==> src/rtl/dsp_mac_sequencer.sv <==
`default_nettype none
// ============================================================================
//  Module   : dsp_mac_sequencer
//  Purpose  : Sequences one DSP48A1 slice as a multiply-accumulate engine for
//             dot products. A command carries the element count. Operand
//             pairs are then streamed into the slice A/B registers, and a tag
//             pipeline that matches the slice's A0/A1/M latency steers CEP
//             and OPMODE so that the first product loads P (Z=0) and later
//             products accumulate (Z=P). The final P value is returned on a
//             valid/ready result port.
//  Slice    : A0/A1, B0/B1, M and P registers enabled, OPMODEREG=0.
//  Ports    : clk, rst_n (async, active low)
//             cmd_valid/cmd_ready/cmd_len      - command handshake
//             op_valid/op_ready/op_a/op_b      - operand pair stream
//             res_valid/res_ready/res_data     - result handshake
//             dsp_a/dsp_b, dsp_cea/ceb/cem/cep,
//             dsp_opmode, dsp_p                - DSP48A1 slice interface
//  Option   : DSP_MAC_SEQ_PREADD_EN adds op_d/dsp_d, cmd_presub and dsp_ced,
//             and routes products through the pre-adder as (D +/- B) * A.
//  Revision : 1.0 - initial release
// ============================================================================
module dsp_mac_sequencer #(
  parameter int A_WIDTH   = 18,
  parameter int B_WIDTH   = 18,
  parameter int P_WIDTH   = 48,
  parameter int LEN_WIDTH = 8,
  // Must be at least 2: one tag stage plus the registered CEP/OPMODE stage.
  parameter int M_LAT     = 3
) (
  input  logic                 clk,
  input  logic                 rst_n,
  // Command
  input  logic                 cmd_valid,
  output logic                 cmd_ready,
  input  logic [LEN_WIDTH-1:0] cmd_len,
`ifdef DSP_MAC_SEQ_PREADD_EN
  input  logic                 cmd_presub,
`endif
  // Operand stream
  input  logic                 op_valid,
  output logic                 op_ready,
  input  logic [A_WIDTH-1:0]   op_a,
  input  logic [B_WIDTH-1:0]   op_b,
`ifdef DSP_MAC_SEQ_PREADD_EN
  input  logic [B_WIDTH-1:0]   op_d,
`endif
  // Result
  output logic                 res_valid,
  input  logic                 res_ready,
  output logic [P_WIDTH-1:0]   res_data,
  // DSP48A1 slice
  output logic [A_WIDTH-1:0]   dsp_a,
  output logic [B_WIDTH-1:0]   dsp_b,
`ifdef DSP_MAC_SEQ_PREADD_EN
  output logic [B_WIDTH-1:0]   dsp_d,
  output logic                 dsp_ced,
`endif
  output logic                 dsp_cea,
  output logic                 dsp_ceb,
  output logic                 dsp_cem,
  output logic                 dsp_cep,
  output logic [7:0]           dsp_opmode,
  input  logic [P_WIDTH-1:0]   dsp_p
);

  // The last tag stage is the registered CEP/OPMODE pair itself, so the
  // shift register in front of it is one stage shorter than M_LAT.
  localparam int TAG_DEPTH = M_LAT - 1;

  // X=M, Z=0 loads the first product; X=M, Z=P accumulates (and holds P
  // when CEP is low).
  localparam logic [7:0] OPM_FIRST = 8'h01;
  localparam logic [7:0] OPM_ACC   = 8'h09;

  typedef enum logic [1:0] {
    ST_IDLE   = 2'd0,
    ST_STREAM = 2'd1,
    ST_DRAIN  = 2'd2,
    ST_DONE   = 2'd3
  } state_t;

  state_t                r_state;
  logic [LEN_WIDTH-1:0]  r_len;
  logic [LEN_WIDTH-1:0]  r_count;
  logic [TAG_DEPTH-1:0]  r_tag_valid;
  logic [TAG_DEPTH-1:0]  r_tag_first;
  logic                  r_exit_seen;

  logic                  w_cmd_acc;
  logic                  w_op_acc;
  logic                  w_res_acc;
  logic [LEN_WIDTH-1:0]  w_count_inc;
  logic                  w_last_op;
  logic                  w_first_op;
  logic                  w_out_valid;
  logic                  w_out_first;
  logic                  w_pipe_empty;
  logic [TAG_DEPTH-1:0]  w_tag_valid_shift;
  logic [TAG_DEPTH-1:0]  w_tag_first_shift;
  logic [7:0]            w_preadd_bits;

  assign w_cmd_acc   = cmd_valid & cmd_ready;
  assign w_op_acc    = op_valid & op_ready;
  assign w_res_acc   = res_valid & res_ready;
  assign w_count_inc = r_count + LEN_WIDTH'(1);
  assign w_last_op   = (w_count_inc == r_len);
  assign w_first_op  = (r_count == '0);

  // Oldest tag, about to become the CEP/OPMODE of the cycle in which its
  // product sits at the post-adder X input.
  assign w_out_valid = r_tag_valid[TAG_DEPTH-1];
  assign w_out_first = r_tag_first[TAG_DEPTH-1];

  // Nothing left in flight: neither queued tags nor a P update this cycle.
  assign w_pipe_empty = ~(|r_tag_valid) & ~dsp_cep;

  // Operand path is a straight wire; the slice registers do the capture.
  assign dsp_a   = op_a;
  assign dsp_b   = op_b;
  assign dsp_cea = w_op_acc;
  assign dsp_ceb = w_op_acc;
  assign dsp_cem = 1'b1;

  // Tag shift register input: a bubble shifts in an invalid tag.
  generate
    if (TAG_DEPTH > 1) begin : g_tag_shift
      assign w_tag_valid_shift = {r_tag_valid[TAG_DEPTH-2:0], w_op_acc};
      assign w_tag_first_shift = {r_tag_first[TAG_DEPTH-2:0], w_op_acc & w_first_op};
    end else begin : g_tag_single
      assign w_tag_valid_shift = w_op_acc;
      assign w_tag_first_shift = w_op_acc & w_first_op;
    end
  endgenerate

`ifdef DSP_MAC_SEQ_PREADD_EN
  logic r_presub;

  always_ff @(posedge clk or negedge rst_n) begin
    if (!rst_n) begin
      r_presub <= 1'b0;
    end else if (w_cmd_acc) begin
      r_presub <= cmd_presub;
    end
  end

  assign dsp_d   = op_d;
  assign dsp_ced = w_op_acc;
  // Bit 4 selects the pre-adder into the multiplier, bit 6 makes it subtract.
  assign w_preadd_bits = {1'b0, r_presub, 1'b0, 1'b1, 4'b0000};
`else
  assign w_preadd_bits = 8'h00;
`endif

  always_ff @(posedge clk or negedge rst_n) begin
    if (!rst_n) begin
      r_state     <= ST_IDLE;
      r_len       <= '0;
      r_count     <= '0;
      r_tag_valid <= '0;
      r_tag_first <= '0;
      r_exit_seen <= 1'b0;
      cmd_ready   <= 1'b1;
      op_ready    <= 1'b0;
      res_valid   <= 1'b0;
      res_data    <= '0;
      dsp_cep     <= 1'b0;
      dsp_opmode  <= 8'h00;
    end else begin
      // Tag pipeline runs every cycle regardless of state.
      r_tag_valid <= w_tag_valid_shift;
      r_tag_first <= w_tag_first_shift;
      dsp_cep     <= w_out_valid;
      if (w_out_valid) begin
        dsp_opmode <= (w_out_first ? OPM_FIRST : OPM_ACC) | w_preadd_bits;
      end else begin
        dsp_opmode <= OPM_ACC;
      end

      case (r_state)
        ST_IDLE: begin
          if (w_cmd_acc) begin
            r_len     <= cmd_len;
            r_count   <= '0;
            cmd_ready <= 1'b0;
            if (cmd_len == '0) begin
              // Empty dot product: answer directly, the slice is not used.
              res_data  <= '0;
              res_valid <= 1'b1;
              r_state   <= ST_DONE;
            end else begin
              op_ready <= 1'b1;
              r_state  <= ST_STREAM;
            end
          end
        end

        ST_STREAM: begin
          if (w_op_acc) begin
            r_count <= w_count_inc;
            if (w_last_op) begin
              op_ready <= 1'b0;
              r_state  <= ST_DRAIN;
            end
          end
        end

        ST_DRAIN: begin
          // Once the pipe is seen empty, P has already taken the last
          // product; sample it on the following edge.
          if (r_exit_seen) begin
            res_data    <= dsp_p;
            res_valid   <= 1'b1;
            r_exit_seen <= 1'b0;
            r_state     <= ST_DONE;
          end else if (w_pipe_empty) begin
            r_exit_seen <= 1'b1;
          end
        end

        ST_DONE: begin
          if (w_res_acc) begin
            res_valid <= 1'b0;
            cmd_ready <= 1'b1;
            r_state   <= ST_IDLE;
          end
        end

        default: begin
          r_state <= ST_IDLE;
        end
      endcase
    end
  end

endmodule
`default_nettype wire

==> config.mk <==
export PLATFORM = sky130hd
export DESIGN_NAME = dsp_mac_sequencer
export DESIGN_NICKNAME = d
export VERILOG_FILES = /design/src/rtl/dsp_mac_sequencer.sv
export SDC_FILE = /design/constraint.sdc
export NUM_CORES = 1
export LEC_CHECK = 0
export CAP_MARGIN = 10
export CORE_UTILIZATION = 65
export CTS_CLUSTER_DIAMETER = 100
export DETAILED_ROUTE_END_ITERATION = 8
export DONT_BUFFER_PORTS = 1
export GPL_ROUTABILITY_DRIVEN = 0
export PLACE_DENSITY_LB_ADDON = 0.12
export RECOVER_POWER = 100
export SKIP_LAST_GASP = 1
export SYNTH_ARGS = -nofsm -noshare
export SYNTH_HDL_FRONTEND = slang
export SYNTH_SLANG_ARGS = --single-unit
==> constraint.sdc <==
create_clock -name clk -period 5.9 [get_ports clk]
set_clock_uncertainty 0.05 [all_clocks]
set_input_delay 0.59 -clock clk [delete_from_list [all_inputs] [get_ports clk]]
set_output_delay 0.59 -clock clk [all_outputs]
set_load 0.005 [all_outputs]
# After elaboration in Yosys (flattened, before gate mapping)

Index checks and enable logic that the tools add are counted.

Bits in writable memories: 0
Memories: 0
Output and inout port bits: 99
Logic and storage cells: 77
Bits in read-only memories: 0
Register bits after elaboration: 83
Input port bits: 97
Bits in latches: 0

Equality and inequality tests: 11
$lt $le $gt $ge: 0
Bitwise logic cells: 7
Divide/modulo/power cells: 0
Reductions and logical operators: 15
$add $sub $neg: 1
Shift operators: 0
Multiplexer cells: 31
Multipliers: 0

Operators by type and width:

| operator                                       | number |
|---|---|
| two-way mux 48 bit                             | 3 |
| case mux 48 bit (2 select lines)               | 1 |
| two-way mux 8 bit                              | 3 |
| logical NOT 8 bit                              | 2 |
| case mux 8 bit (2 select lines)                | 1 |
| AND reduction 5 bit                            | 3 |
| != test 2 bit (second input constant)          | 7 |
| two-way mux 1 bit                              | 12 |
| two-way mux 2 bit                              | 6 |
| adder 8 x 1 -> 8 bit (second input constant)   | 1 |
| == test 8 bit                                  | 1 |
| case mux 2 bit (4 select lines)                | 1 |
| AND reduction 3 bit                            | 2 |
| nonzero test 2 bit                             | 3 |
| bitwise AND 1 bit                              | 5 |
| == test 2 bit (second input constant)          | 2 |
| two-way mux 4 bit                              | 1 |
| case mux 1 bit (2 select lines)                | 2 |
| AND reduction 4 bit                            | 1 |
| case mux 1 bit (3 select lines)                | 1 |
| nonzero test 3 bit                             | 1 |
| == test 2 x 1 -> 1 bit (second input constant) | 1 |
| logical NOT 2 bit                              | 1 |
| NOT 1 bit                                      | 2 |
| other kinds (2)                                | 2 |

# Logic depth before layout (Yosys ltp)

Gate-level depths: netlist of run 1.

Word-level depth: 5
Depth in mapped cells: 10
Gate-level depth less buffers: 8

# Worst setup path before layout of run 1

Ideal clock, no wire load.

Kind: flip-flop to flip-flop
Start point: register r_count[0]
End point: register r_state[1]
Slack: 3725 ps
Data required time: 5722 ps
Library setup time: 128 ps
Path buffers: 1
Stages on the path, launching flop included: 9
Clock period less this slack: 2175 ps
Arrival: 1997 ps
Path through: dfrtp_1 > buf_2 > inv_1 > ha_1 > xor2_1 > nor4_2 > o2111ai_1 > a211oi_2 > mux2_1

Word-level cells in the longest chain between the ends: 4

RTL lines:

| what                                 | line | text |
|---|---|---|
| start: declaration                   | 84   | `logic [LEN_WIDTH-1:0] r_count;` |
| start signal: assignment             | 199  | `r_count <= w_count_inc;` |
| adder 8 x 1 -> 8 bit                 | 105  | `assign w_count_inc = r_count + LEN_WIDTH'(1);` |
| == test 8 bit                        | 106  | `assign w_last_op = (w_count_inc == r_len);` |
| != test 2 bit (no source line)       | -    |  |
| AND reduction 5 bit (no source line) | -    |  |
| end signal: assignment               | 156  | `r_state <= ST_IDLE;` |
| end signal: assignment               | 189  | `r_state <= ST_DONE;` |
| end signal: assignment               | 192  | `r_state <= ST_STREAM;` |
| end: declaration                     | 82   | `state_t r_state;` |

Every way passes these cells.
A chain may end at the register's enable or synchronous reset.

# Worst setup path in the final report of run 1

Start point: register r_state[0]
End point: register res_data[42]

Word-level cells in the longest chain between the ends: 3
Elaborated cells between the ends (all ways): 8
Those cells by class: 4 x eq/ne; 1 x mux; 3 x reduce/logical

RTL lines:

| what                                                                 | line | text |
|---|---|---|
| == test 2 bit or logical NOT 2 bit (tied branches)                   | 179  | `case (r_state)` |
| != test 2 bit (no source line) or nonzero test 2 bit (tied branches) | -    |  |
| AND reduction 4 bit (no source line)                                 | -    |  |
| end signal: assignment                                               | 211  | `res_data <= dsp_p;` |
| end: declaration                                                     | 50   | `output logic [P_WIDTH-1:0] res_data,` |

Parallel ways exist; a longest one is shown, timed or not.

==> results.cfg, run 1 <==
[status]
status = finished, violations left
violations = max-capacitance violations, max-slew violations

[clock_network]
cts_tree = yes
cts_buffer_depth = 2
path_clk_slew_ps = 80
clock_sinks = 77
cts_setup_buffers = 0
clk_latency_ps = 340
cts_max_level = 3
numCtsBuffers = 9
cts-root-buf = clkbuf_8
ctsResizeCount = 0

[sta]
relSlewSlack_pct = -11.37
worst_slack_ps = 2018
tightest_slew_ps = 1671
slew_viol_final = 119
report.final.setup_viol = 0
finalHoldViolCount = 0
holdWs_ps = 35.41
tns_ps = 0
period_minus_slack_ps = 3882
grt_setup_unrepaired = no
fmax_ghz = 0.2576
period_share_pct = 65.79

[worst_setup_path]
critPathLaunch = r_state[0]
cp-start-kind = flip-flop
cp-endpoint = res_data[42]
crit_required_ps = 6130
critical_path_class = flip-flop to flip-flop
timing.rr.start = r_state[0]
crit_fanout = 52
regToRegSetupSlack_ps = 2020
cp.arrival_ps = 4110
crit_path_end_kind = flip-flop
reg2reg_to = res_data[42]
r2r_cells = 6

[detailed_routing]
drc = 0
dr.max_layer_used = met4
met1Wirelength_microns = 3017
wl_microns = 7654
ant_nets = 0
drtIter0Drc = 187
dr_wl_met2_microns = 3802
vias_per_cell = 5.804
dr_total_vias = 2577
drtPass1Iterations = 5
wl_met3_microns = 627
wl_per_cell_microns = 17.24

[final_layout]
fin_cells = 444
antennaDiodeCount = 0
final_cell_mix = 118 x nand2_1, 76 x dfrtp_1, 52 x nand3_1
syn_to_final_growth_pct = -2.245
final_common_cell = nand2_1
drive_above_1_share_pct = 6.989
final_area_sq_um = 3705
fin_nets = 471

[floorplan]
start_util_pct = 67.99
core_area_sq_um = 5574
die_area_sq_um = 6140
die_h_microns = 78.36
die_w_microns = 78.36
ios = 196
rows = 27

[synthesis]
synth_mux_area_share_pct = 3.202
synth_compound_area_share_pct = 5.943
synth_area_per_cell_sq_um = 9.088
synthAdderAreaFrac_pct = 1.981
seq_area_frac_synth_pct = 50.87
synthesis.instances = 417
yosys.area_share.simple_pct = 22.32
synth_top_cell_area_share_pct = 50.18
syn_area_sq_um = 3790
yosys.area.top_type = dfrtp_1
yosysWarnings = 0
ys_ff_latch = 77
synth_xor_area_share_pct = 2.740
synth_top_family_by_area = simple AND/OR/NAND/NOR gates
synthTopCellsByArea = dfrtp_1 50%, nand2_1 12%, buf_4 9.3%
ys_types = 38

[global_routing]
grt_first_pass_wirelength_microns = 11970
grt_pass1_vias = 2421
overflow = 0
grt_usage_pct = 25.91
grt_antenna_before_repair = 0
grt_max_degree = 77

[placed_design]
dp_cells = 428
placed_cell_area_sq_um = 3472
pre_cts_ws_ps = 3062
dp_hpwl_microns = 5208
numPortBuffers = 0

[job]
cap_violations = 3

[power_and_ir_drop]
power_density_nw_per_um2 = 504.9
leakage_nw = 1.854
vdd_drop_max_v = 0.0003085

[hold_path]
hp-class = primary input to async pin
==> cells in the mapped netlist, drive strengths merged <==
cell and n:
a211o 1, a211oi 2, a21o 1, a21oi 10
a31oi 1, and3 2, and4 1, buf 56
clkbuf 11, conb 2, dfrtp 76, dfstp 1
ha 6, inv 10, mux2 9, mux2i 2
nand2 118, nand3 52, nor2 4, nor2b 3
nor3 8, nor3b 1, nor4 4, nor4b 1
o2111ai 1, o21a 1, o21ai 20, o2bb2ai 1
o31ai 1, xnor2 7, xor2 4
==> cell families (layout without fill, tap and decap cells) <==
| group | count (synthesis) | count (layout) |
|---|---|---|
| and+or+nand+nor | 194 | 194 |
| xor gates and xnor gates | 11 | 11 |
| buffers and inverters | 77 | 26 |
| other | 2 | 8 |
| adders and majority gates | 6 | 6 |
| AOI/OAI and AO/OA | 39 | 39 |
| DFF | 77 | 77 |
| muxes | 11 | 11 |
==> registers in the layout, summed over array words and instances, names as in the netlist <==
| register | cells |
|---|---|
| res_data | 48 |
| r_count | 8 |
| r_len | 8 |
| dsp_opmode | 2 |
| r_state | 2 |
| r_tag_first | 2 |
| r_tag_valid | 2 |
| cmd_ready | 1 |
| dsp_cep | 1 |
| op_ready | 1 |
| r_exit_seen | 1 |
| res_valid | 1 |
==> worst max-delay path, stage by stage, from the launching register on <==
cell	delay, ps
dfrtp_1	410
inv_1	100
ha_1	1290
nor2b_1	360
o21a_1	1220
nand3_1	200
nand2_1	160
==> layout make-up <==
class | count | area [sq um]
Multi-Input combinational cell | 269 | 1408
Fill cell | 487 | 1869
Timing Repair Buffer | 1 | 27.53
Tap cell | 72 | 90.09
Sequential cell | 77 | 1928
Clock inverter | 4 | 72.57
Clock buffer | 11 | 141.4
Inverter | 10 | 37.54
==> worst min-delay path by stage <==
stage | slack (ps) | to | depth (start not counted)
after floorplan | 240 | dsp_cep | 0
after global placement | 250 | r_len[2] | 0
after detailed placement | 250 | r_len[2] | 0
after CTS | 10 | cmd_ready | 0
after global routing | 20 | cmd_ready | 0
final | 40 | cmd_ready | 0
==> where the power goes <==
part / switching [mW] / internal, mW
Clock: 0.188 / 0.247
Combinational: 0.344 / 0.196
Sequential: 0.174 / 0.721
==> per-stage QoR <==
stage,power (mW),util [%]
after floorplan,1.345,-
after global placement,1.420,62.29
after detailed placement,1.451,62.29
after CTS,1.901,66.62
after global routing,2.004,66.46
final,1.871,66.46
==> layer usage <==
| metal | vias up | global-route usage (%) |
|---|---|---|
| met1 | 1223 | 33.44 |
| met5 | - | 0 |
| li1 | 1216 | - |
| met4 | 0 | 14.26 |
| met3 | 23 | 8.140 |
| met2 | 115 | 38.95 |
==> what timing repair did <==
| action | 4_1_cts | 5_1_grt |
|---|---|---|
| hold buffers | 1 | 0 |
| endpoints found under the setup margin | 0 | 0 |
| hold endpoints to repair | 76 | 0 |
(Power assumes the default switching activity.)
==> run 2: changes to the inputs <==
--- a/config.mk
+++ b/config.mk
@@ -6,7 +6,7 @@
 export NUM_CORES = 1
 export LEC_CHECK = 0
 export CAP_MARGIN = 10
-export CORE_UTILIZATION = 65
+export CORE_UTILIZATION = 57
 export CTS_CLUSTER_DIAMETER = 100
 export DETAILED_ROUTE_END_ITERATION = 8
 export DONT_BUFFER_PORTS = 1
==> constraint.sdc (replaced) <==
create_clock -name clk -period 3.27 [get_ports clk]
set_clock_uncertainty 0.05 [all_clocks]
set_input_delay 0.327 -clock clk [delete_from_list [all_inputs] [get_ports clk]]
set_output_delay 0.327 -clock clk [all_outputs]
set_load 0.005 [all_outputs]
==> run 2 against run 1 <==
The run still ends with max-capacitance violations, max-slew violations left. Critical endpoint is now r_state[1]. Via count rose by 0.43%. Core utilization fell by 8.5 points. Critical path depth up 1. Worst hold slack improved by 24 ps.
==> results.cfg, run 2 (same netlist as run 1, synthesis figures left out) <==
[sta]
tightest_slew_ps = 1890
fmax_ghz = 0.3757
relSlewSlack_pct = -25.97
tns_ps = 0
finalHoldViolCount = 0
period_share_pct = 81.40
holdWs_ps = 59.69
report.final.setup_viol = 0
period_minus_slack_ps = 2662
slew_viol_final = 122
grt_setup_unrepaired = no

[floorplan]
die_area_sq_um = 6979
rows = 29
start_util_pct = 59.35
die_w_microns = 83.54
core_area_sq_um = 6386
die_h_microns = 83.54
ios = 196

[placed_design]
dp_cells = 436
placed_cell_area_sq_um = 3501
dp_hpwl_microns = 5200
numPortBuffers = 0

[clock_network]
numCtsBuffers = 9
path_clk_slew_ps = 80
cts_setup_buffers = 0
cts_tree = yes
cts-root-buf = clkbuf_8
clk_latency_ps = 350
cts_buffer_depth = 2
cts_max_level = 3
clock_sinks = 77

[worst_setup_path]
reg2reg_to = r_state[1]
cp-start-kind = flip-flop
crit_path_end_kind = flip-flop
regToRegSetupSlack_ps = 610
critical_path_class = flip-flop to flip-flop
crit_fanout = 8
timing.rr.start = r_count[0]
r2r_cells = 7
cp.arrival_ps = 2840
crit_required_ps = 3450

[hold_path]
hp-start = dsp_p[11]
hp-class = primary input to flip-flop
hold_path_end = res_data[11]
holdPathStages = 2

[global_routing]
grt_antenna_before_repair = 0
grt_first_pass_wirelength_microns = 12750
grt_max_degree = 78
overflow = 0
grt_pass1_vias = 2632
grt_usage_pct = 23.23

[detailed_routing]
drc = 0
dr.max_layer_used = met4
met1Wirelength_microns = 3162
ant_nets = 0
dr_total_vias = 2588
dr_wl_met2_microns = 3711
wl_microns = 7685
drtPass1Iterations = 6
drtIter0Drc = 110
vias_per_cell = 5.700
wl_met3_microns = 581
wl_per_cell_microns = 16.93

[power_and_ir_drop]
power_density_nw_per_um2 = 902.8
leakage_nw = 1.850
vdd_drop_max_v = 0.0004701

[final_layout]
multi_input_area_sq_um = 1411
largest_reg_flops = 48
fin_nets = 475
final_cell_mix = 118 x nand2_1, 76 x dfrtp_1, 52 x nand3_1
reg_top3 = res_data x48, r_count x8, r_len x8
fin_cells = 454
antennaDiodeCount = 0
regMostFlops = res_data
syn_to_final_growth_pct = -2.245
n_fill_cell = 586
final_area_sq_um = 3705
finalCoreUtilization_pct = 58.01
final_common_cell = nand2_1
drive_above_1_share_pct = 8.223
final-seq-area_sq_um = 1928

[status]
violations = max-capacitance violations, max-slew violations
status = finished, violations left

[job]
cap_violations = 2
-- run 2: changes by cell type in the layout (fill, tap and decap cells not counted), sizes merged --
cell         before  now
bufinv            2    1
clkbuf           11   14
clkinvlp          1    2
dlygate4sd3       0    1
inv              10   11
-- run 2: report_power, final --
part	internal, mW	total, mW	leakage (nW)	switching, mW
Clock	0.375	0.727	0.0959	0.352
Combinational	0.363	0.999	0.744	0.636
Sequential	1.30	1.62	1.01	0.319
-- run 2: metal layers --
metal	vias up	track usage, %
li1	1223	-
met1	1224	28.46
met2	115	36.74
met3	26	7.517
met4	0	12.33
met5	-	0
-- run 2: critical path, stage by stage, from the launching register on --
cell	delay [ps]
dfrtp_1	490
ha_1	380
nor3b_1	290
o21ai_0	130
o21ai_0	110
o2111ai_1	200
a211oi_1	500
mux2_1	380
-- run 2: per-stage QoR --
stage	total power, mW	setup WS (ps)
4_1_cts	3.392	755.4
6_report	3.345	608.2
2_1_floorplan	2.426	1095
5_1_grt	3.588	354.2
3_3_place_gp	2.593	912.2
3_5_place_dp	2.638	887.2
-- run 2: layout make-up --
type                       instances  share of cell area, %
sequential                        77                  52.04
multi-input combinational        269                  38.10
clock inverter                     5                  1.587
timing repair buffer               5                 0.8443
tap                               77                  2.600
inverter                          10                  1.013
clock buffer                      11                  3.816
-- run 2: worst max path at each step --
| stage | from | endpoint | slack, ps | depth (start not counted) |
|---|---|---|---|---|
| after floorplan | r_count[0] | r_state[1] | 1100 | 8 |
| after global placement | r_count[0] | r_state[1] | 910 | 7 |
| after detailed placement | r_count[0] | r_state[1] | 890 | 7 |
| after CTS | r_count[0] | r_state[1] | 760 | 7 |
| after global routing | r_state[0] | res_data[36] | 350 | 5 |
| final | r_count[0] | r_state[1] | 610 | 7 |
-- run 2: what timing repair did --
action | in CTS | in global routing
endpoints found under the hold margin | 77 | 0
hold buffers | 2 | 0
gates resized for setup | 0 | 0
==> run 3: changes to the inputs <==
==> constraint.sdc (replaced) <==
create_clock -name clk -period 2.2 [get_ports clk]
set_clock_uncertainty 0.05 [all_clocks]
set_input_delay 0.22 -clock clk [delete_from_list [all_inputs] [get_ports clk]]
set_output_delay 0.22 -clock clk [all_outputs]
set_load 0.005 [all_outputs]
==> run 3 against run 2 <==
The run now ends clean. First-iteration DRC count is 98% higher. Sequential share of layout area is 9.1 points lower. Global-route usage increased by 2.3 points. Cell count grew 16%. Count of clock-buffer cells in the layout unchanged. Combinational power increased by 90%.
==> results.cfg, run 3 (same netlist as run 1, synthesis figures left out) <==
[sta]
period_minus_slack_ps = 2156
relSlewSlack_pct = 32.66
period_share_pct = 98.01
slew_viol_final = 0
grt_setup_unrepaired = yes
fmax_ghz = 0.4638
finalHoldViolCount = 0
tightest_slew_ps = 1010
report.final.setup_viol = 0

[final_layout]
fin_nets = 547
drive_above_1_share_pct = 12.95
final_common_cell = nand2_1
antennaDiodeCount = 0
syn_to_final_growth_pct = 18.62
reg_top3 = res_data x48, r_count x8, r_len x8
largest_reg_flops = 48
final_cell_mix = 118 x nand2_1, 74 x dfrtp_1, 57 x dlygate4sd3_1
final_area_sq_um = 4496
regMostFlops = res_data
finalCoreUtilization_pct = 70.40
final-seq-area_sq_um = 1931
fin_cells = 525
n_fill_cell = 475
multi_input_area_sq_um = 1459

[worst_setup_path]
cp_slowest_cell = dfrtp_2
cp-start-kind = flip-flop
slowest_delay_ps = 450
crit_path_end_kind = flip-flop
critical_path_class = flip-flop to flip-flop
crit_required_ps = 2380
cp.arrival_ps = 2340
worstPathCellList = inv_2, ha_4, xor2_2, nor4_2, o2111ai_2, a211oi_2, mux2_4
crit_fanout = 4

[detailed_routing]
drc = 0
wl_per_cell_microns = 15.97
vias_per_cell = 5.520
ant_nets = 0
dr_total_vias = 2898
wl_microns = 8384
drtPass1Iterations = 4
drtIter0Drc = 218

[clock_network]
clk_latency_ps = 350
clock_sinks = 77
numCtsBuffers = 9
cts-root-buf = clkbuf_8
cts_tree = yes
path_clk_slew_ps = 80
cts_max_level = 3
cts_buffer_depth = 2

[floorplan]
rows = 29
die_area_sq_um = 6979
die_h_microns = 83.54
start_util_pct = 59.35
core_area_sq_um = 6386
die_w_microns = 83.54
ios = 196

[power_and_ir_drop]
swShare_pct = 36.95
leakage_nw = 2.196
vdd_drop_max_v = 0.0007839
clkPwrFrac_pct = 21.0
power_density_nw_per_um2 = 1219
comb_power_share_pct = 34.8
pwr-share-seq_pct = 44.2
p_int_mw = 3.455
switchingPower_mw = 2.024

[global_routing]
grt_first_pass_wirelength_microns = 13960
grt_max_degree = 78
grt_usage_pct = 25.52
grt_pass1_vias = 2873
grt_antenna_before_repair = 0
overflow = 0

[placed_design]
dp_hpwl_microns = 5353
numPortBuffers = 0
placed_cell_area_sq_um = 3643
dp_cells = 450

[job]
cap_violations = 0

[hold_path]
hp-class = primary input to flip-flop

[status]
status = finished clean
-- run 3: power by group through the flow --
stage / Sequential, mW / Combinational [mW] / Clock [mW]
final: 2.42 / 1.90 / 1.15
after global routing: 2.49 / 2.16 / 1.25
after CTS: 2.40 / 1.84 / 1.18
after detailed placement: 2.43 / 1.70 / 0
after global placement: 2.41 / 1.66 / 0
after floorplan: 2.27 / 1.34 / 0
-- run 3: repair_timing --
action / CTS / global route
setup endpoints to repair: 2 / 13
hold buffers: 58 / 0
resized for setup: 0 / 11
buffers inserted: 1 / 1
pin swaps: 1 / 5
hold endpoints to repair: 133 / 0
-- run 3: per-stage QoR --
stage | setup WS, ps | power (mW) | hold WS, ps | TNS [ps]
final | 43.71 | 5.479 | 26.38 | 0
after global routing | -108.8 | 5.890 | 73.35 | -205.7
after CTS | 16.32 | 5.416 | 6.490 | 0
after detailed placement | -54.96 | 4.129 | -124.5 | -54.96
after global placement | 46.92 | 4.067 | -124.3 | 0
after floorplan | 25.06 | 3.606 | -125.6 | 0
-- run 3: area by class of cell --
type / count / area share, %
Timing Repair Buffer: 77 / 16.87
Tap cell: 77 / 2.143
Sequential cell: 77 / 42.94
Clock inverter: 4 / 1.614
Clock buffer: 11 / 3.145
Multi-Input combinational cell: 269 / 32.45
Inverter: 10 / 0.8350
-- run 3: critical path, delay by kind of cell, from the launching register on --
family                   cells  cell delay [ps]
XOR/XNOR                     1              140
buffers and inverters        1               80
AO/OA/AOI/OAI                2              490
adder cells (fa/ha/maj)      1              200
flip-flops                   1              450
AND/OR/NAND/NOR              1              290
multiplexers                 1              330
-- run 3: path summary, 6_finish.rpt --
kind	startpoint	slack, ps	end	cells past startpoint
min in group asynchronous	rst_n	570	r_count[0]	2
worst max-delay path	r_count[0]	40	r_state[1]	7
worst max register to register	r_count[0]	40	r_state[1]	7
worst min-delay path	cmd_valid	30	cmd_ready	3
max in group asynchronous	rst_n	850	r_count[1]	2
worst min register to register	r_tag_first[0]	300	r_tag_first[1]	0
-- run 3: per-layer routing --
metal | vias up | global-route usage, % | share of wire, %
met5 | - | 0 | 0
met4 | 0 | 10.02 | 3.2
met3 | 31 | 9.199 | 7.8
met2 | 133 | 40.31 | 48
met1 | 1368 | 32.19 | 41
li1 | 1366 | - | -
